**src/rtl/div_seq.sv**
```systemverilog
// div_seq: iterative signed/unsigned restoring divider for the execute stage.
// One quotient bit per cycle; holds the pipeline via stall_o until done.
// result_o = {remainder, quotient}. It is driven only in END and is zero
// otherwise, so it can be OR-merged with the other HI/LO sources.
// Optional feature macro: DIV_EARLY_TERM_EN. When it is defined, an operation
// with |dividend| < |divisor| goes straight to END without stepping.
module div_seq #(
  parameter int WIDTH = 32
) (
  input  logic               clk,
  input  logic               rst,
  input  logic               start_i,
  input  logic               signed_i,
  input  logic               annul_i,
  input  logic [WIDTH-1:0]   opdata1_i,
  input  logic [WIDTH-1:0]   opdata2_i,
  output logic [2*WIDTH-1:0] result_o,
  output logic               ready_o,
  output logic               stall_o
);

  localparam int CW = $clog2(WIDTH);

  typedef enum logic [1:0] {
    S_IDLE   = 2'd0,
    S_BYZERO = 2'd1,
    S_ON     = 2'd2,
    S_END    = 2'd3
  } state_t;

  state_t state_reg, state_next;

  logic [CW-1:0]      cnt_reg;
  logic [WIDTH-1:0]   rem_reg;
  logic [WIDTH-1:0]   quot_reg;
  logic [WIDTH-1:0]   divisor_reg;
  logic               neg_quot_reg;
  logic               neg_rem_reg;
  logic [2*WIDTH-1:0] result_reg;

  // Request qualified by flush; a flush always wins over a request.
  logic go;
  assign go = start_i & ~annul_i;

  logic div_zero;
  assign div_zero = (opdata2_i == '0);

  // Operand magnitudes. In signed mode a negative operand is replaced by its
  // two's-complement negation. 0x80000000 stays 0x80000000, which is the
  // correct unsigned magnitude.
  logic [WIDTH-1:0] mag_a, mag_b;
  assign mag_a = (signed_i & opdata1_i[WIDTH-1]) ? (~opdata1_i + 1'b1) : opdata1_i;
  assign mag_b = (signed_i & opdata2_i[WIDTH-1]) ? (~opdata2_i + 1'b1) : opdata2_i;

  // Early termination: when the dividend magnitude is below the divisor
  // magnitude, the quotient is zero and the remainder is the dividend itself.
  logic early_term;
`ifdef DIV_EARLY_TERM_EN
  assign early_term = (mag_a < mag_b);
`else
  assign early_term = 1'b0;
`endif

  // One restoring step. Shift {rem, quot} left by one, then trial-subtract the
  // divisor. The partial remainder always stays below the divisor, so one
  // extra bit is enough to catch the borrow.
  logic [WIDTH:0]   partial;
  logic [WIDTH:0]   diff;
  logic [WIDTH-1:0] step_rem, step_quot;
  logic             last_step;

  assign partial   = {rem_reg, quot_reg[WIDTH-1]};
  assign diff      = partial - {1'b0, divisor_reg};
  assign step_rem  = diff[WIDTH] ? partial[WIDTH-1:0] : diff[WIDTH-1:0];
  assign step_quot = {quot_reg[WIDTH-2:0], ~diff[WIDTH]};
  assign last_step = (cnt_reg == CW'(WIDTH - 1));

  // Sign fix-up applied to the final step's output. Both flags are zero for
  // DIVU, so unsigned results pass through unchanged.
  logic [WIDTH-1:0] quot_fix, rem_fix;
  assign quot_fix = neg_quot_reg ? (~step_quot + 1'b1) : step_quot;
  assign rem_fix  = neg_rem_reg  ? (~step_rem  + 1'b1) : step_rem;

  // State register.
  always_ff @(posedge clk) begin
    if (rst) state_reg <= S_IDLE;
    else     state_reg <= state_next;
  end

  // Next-state logic. A flush returns to IDLE from every state.
  always_comb begin
    state_next = state_reg;
    case (state_reg)
      S_IDLE: begin
        if (go) begin
          if (div_zero)        state_next = S_BYZERO;
          else if (early_term) state_next = S_END;
          else                 state_next = S_ON;
        end
      end
      S_BYZERO: state_next = annul_i ? S_IDLE : S_END;
      S_ON: begin
        if (annul_i)        state_next = S_IDLE;
        else if (last_step) state_next = S_END;
      end
      S_END: begin
        if (annul_i | ~start_i) state_next = S_IDLE;
      end
      default: state_next = S_IDLE;
    endcase
  end

  // Outputs. The result is gated to zero outside END for OR-merging.
  always_comb begin
    ready_o  = (state_reg == S_END);
    result_o = ready_o ? result_reg : '0;
    stall_o  = go & (state_reg != S_END);
  end

  // Datapath: operand latching, step iteration and final result capture.
  always_ff @(posedge clk) begin
    if (rst) begin
      cnt_reg      <= '0;
      rem_reg      <= '0;
      quot_reg     <= '0;
      divisor_reg  <= '0;
      neg_quot_reg <= 1'b0;
      neg_rem_reg  <= 1'b0;
      result_reg   <= '0;
    end else begin
      case (state_reg)
        S_IDLE: begin
          if (go) begin
            cnt_reg      <= '0;
            rem_reg      <= '0;
            quot_reg     <= mag_a;
            divisor_reg  <= mag_b;
            neg_quot_reg <= signed_i & (opdata1_i[WIDTH-1] ^ opdata2_i[WIDTH-1]);
            neg_rem_reg  <= signed_i & opdata1_i[WIDTH-1];
            result_reg   <= early_term ? {opdata1_i, {WIDTH{1'b0}}} : '0;
          end
        end
        S_BYZERO: result_reg <= '0;
        S_ON: begin
          if (!annul_i) begin
            rem_reg  <= step_rem;
            quot_reg <= step_quot;
            cnt_reg  <= cnt_reg + 1'b1;
            if (last_step) result_reg <= {rem_fix, quot_fix};
          end
        end
        default: ;
      endcase
    end
  end

endmodule

```
**config.mk**
```make
export PLATFORM = sky130hd
export DESIGN_NAME = div_seq
export DESIGN_NICKNAME = d
export VERILOG_FILES = /design/src/rtl/div_seq.sv
export SDC_FILE = /design/constraint.sdc
export NUM_CORES = 1
export LEC_CHECK = 0
export CAP_MARGIN = 30
export CORE_MARGIN = 5
export CORE_UTILIZATION = 64
export CTS_BUF_LIST = sky130_fd_sc_hd__clkbuf_8
export CTS_CLUSTER_DIAMETER = 120
export DETAILED_ROUTE_END_ITERATION = 8
export PLACE_DENSITY = 0.89
export SYNTH_ARGS = -nofsm -noshare
export SYNTH_HDL_FRONTEND = slang
export SYNTH_SLANG_ARGS = --single-unit
```
**constraint.sdc**
```tcl
create_clock -name clk -period 7.9 [get_ports clk]
set_input_delay 1.58 -clock clk [delete_from_list [all_inputs] [get_ports clk]]
set_output_delay 1.58 -clock clk [all_outputs]
set_load 0.05 [all_outputs]
```
==> run metrics <==
status completed; Peak supply drop 0.219 mV; R2R Path End result_reg[60]; Sw Ratio 48.1%; post-synthesis sequential area ratio 27.7%; global-route wire length before repair 59400 um; HPWL after detailed placement 28000 um; count of final setup violators 0; R2R depth 23; Clock Sinks 169; Power per Cell Area 249 mW/mm^2; CTS root buf clkbuf_8; Initial Util 65.0%; vias in the first global route 11200; post-DR vias/cell 6.39; Post-layout nets 1811; fill cell count 1510; Tcrit/Tclk final 70.3%; final slew viol count 0; Cell variety after synth 81; Highest Clock Rate 180 MHz; Sw Pwr 0.00167 W; I/O Pins 135; Min-Delay Path Class register to register; grt total ovfl 0; WS Path Type register to register; synthesized net count 1741; P_int 0.00181 W; Placed Area 0.0136 mm^2; cell taking the most area after synthesis dfxtp_1; crit path time final 5550 ps; RSZ-0062 raised after global routing no; Core Region 0.0188 mm^2; Critical Path End Type register; hold buffers post-CTS 0; synthesized area 0.0122 mm^2; synthesized flop and latch total 169; Max-Cap Viols 0; Flop pwr share 29.4%; insertion delay to the later sink of the worst-skew pair 480 ps; Layout area overhead 14.7%; final instance area 0.0140 mm^2; die height 148 um; PostCTS Resize Cnt 0; Critical Path RT 8270 ps; routed via count 12400; commonest non-fill, non-tap cell in the layout nand2_1; clock share of power 18.7%; CP Max Fanout 49; EDFF count, synth 0; Detail Route Antenna Nets 0; IO buf count 134; Worst-path clk slew 100 ps; Worst Path Arrival 5920 ps; Avg WL per Cell 19.2 um; Comb pwr share 51.9%; postcts setup bufs 0; Largest register FFs 64; Final Total Pwr 0.00348 W; Starting DRT DRC Count 1330; final hold vios 0; Worst R2R Setup Slack 2350 ps; DRC viols 0; most frequent cells in the layout nand2_1 (195), nor2_1 (170), dfxtp_1 (169), clkdlybuf4s50_1 (133), a21oi_1 (120); pin count of the biggest net entering global routing 94; CTS Buf Count 17; # rows 50; die outline width 148 um; hold path endpoint divisor_reg[25]; Synth Flop Type dfxtp_1; Sum Neg Setup Slack 0 ps; Least-Margin Pin Slew 1030 ps; gp weighted congestion 0.951; HP Start divisor_reg[25]; ranking of synthesized cells by area dfxtp_1 (28%), xnor2_1 (6.2%), nand2_1 (6.0%), nor2_1 (5.3%), a21oi_1 (4.9%); H-tree Lvls 4; Die ar. 0.0219 mm^2; All-Layer GR Usage 33.0%; Yosys warning count 0; CTS tree done; clk_skew 14.8 ps; Synth top area share 27.7%; Max clock buf depth 2; total wire length 37300 um; 1st-pass router iterations 7; reg-to-reg critical path startpoint quot_reg[31]; cell count after synthesis 1628; hold depth 2; Mean Syn Cell Area 7.50 um^2; initial antenna violation count 0; layout cell share with drive strength beyond 1 5.03%; diodes inserted 0; Setup crit start kind register; Leak Pwr 5.31 nW; ys async rst share 0%; Rel. slew slack 31.2%
Yosys cell counts, types with 9 or more instances:
master and n:
and3_1 9, a22oi_1 51, o31ai_1 26, dfxtp_1 169
nor2b_1 15, o41ai_1 11, inv_1 63, clkbuf_1 79
buf_2 10, o21ai_1 11, xnor2_1 86, nor3_1 30
mux2i_1 11, or3_1 36, xor2_1 53, o21a_1 13
o211ai_1 15, a21oi_1 120, nand2_1 195, and2_1 73
nor4_1 15, or4_1 12, ha_1 43, nand3_1 21
o21ai_0 75, a211oi_1 41, nand4_1 11, a22o_1 28
nor2_1 172, a21o_1 10, nand2b_1 15
per-stage QoR:
step                setup slack, ps  hold WS [ps]  cells  util [%]
global placement               2620           441   1912      72.2
finish                         2350           473   1945      74.6
floorplan                      3020           417   1628         -
global route                   1890           481   1945      74.6
detailed placement             2460           457   1913      72.3
CTS                            2440           469   1945      74.6
power by group through the flow:
stage                     clock, W  combinational, W  sequential [W]
after CTS                 0.000652           0.00176         0.00102
final                     0.000650           0.00181         0.00102
after global routing      0.000687           0.00196         0.00103
after global placement           0           0.00172         0.00103
after detailed placement         0           0.00175         0.00104
after floorplan                  0           0.00131         0.00101
cell families (layout without fill, tap and decap cells):
| logic type | count (synthesis) | after routing | share of synthesized area, % |
|---|---|---|---|
| DFF | 169 | 169 | 27.7 |
| and+or+nand+nor | 625 | 625 | 24.7 |
| AOI/OAI and AO/OA | 470 | 470 | 26.0 |
| adders and majority gates | 44 | 44 | 4.57 |
| buffers and inverters | 161 | 244 | 5.28 |
| muxes | 20 | 20 | 1.76 |
| xor gates and xnor gates | 139 | 139 | 9.98 |
metal layers:
layer | part of all wire (%) | vias to the layer above | global-route usage (%) | routed length [um]
met3 | 11 | 64 | 6.58 | 3950
li1 | - | 5942 | - | -
met1 | 45 | 5795 | 50.0 | 16900
met2 | 42 | 636 | 47.7 | 15700
met4 | 2.2 | 0 | 8.91 | 807
met5 | 0 | - | 0 | 0
final cells by class:
class	instances	area, um^2	area share, %
repair buffers	148	1450	10.4
well taps	234	293	2.09
flip-flops and latches	169	3380	24.2
inverters	64	240	1.72
clock inverters	15	185	1.32
clock buffers	17	234	1.67
multi-input cells	1298	8210	58.6
critical path, cell delays in order (launching register included):
cell	delay, ps
dfxtp_1	350
inv_1	60
ha_1	160
inv_1	50
fa_1	430
a211oi_2	250
o211ai_1	130
and4bb_4	260
o211a_4	280
nor4_4	450
nor2_8	40
inv_2	590
o21ai_0	270
inv_1	110
ha_1	180
nand2_1	90
nor3_1	390
nand2_1	100
a211oi_1	230
a41oi_1	90
o31ai_2	410
nand3_1	180
xor2_1	170
a22o_1	190
worst max path at each step:
stage	from	end	slack, ps	cells after the start
final	quot_reg[31]	result_reg[60]	2350	23
after global routing	quot_reg[31]	result_reg[60]	1890	23
after CTS	quot_reg[31]	result_reg[60]	2440	23
after detailed placement	quot_reg[31]	result_reg[62]	2460	21
after global placement	quot_reg[31]	result_reg[60]	2620	23
after floorplan	quot_reg[31]	result_reg[62]	3020	25
(Power assumes the default switching activity.)
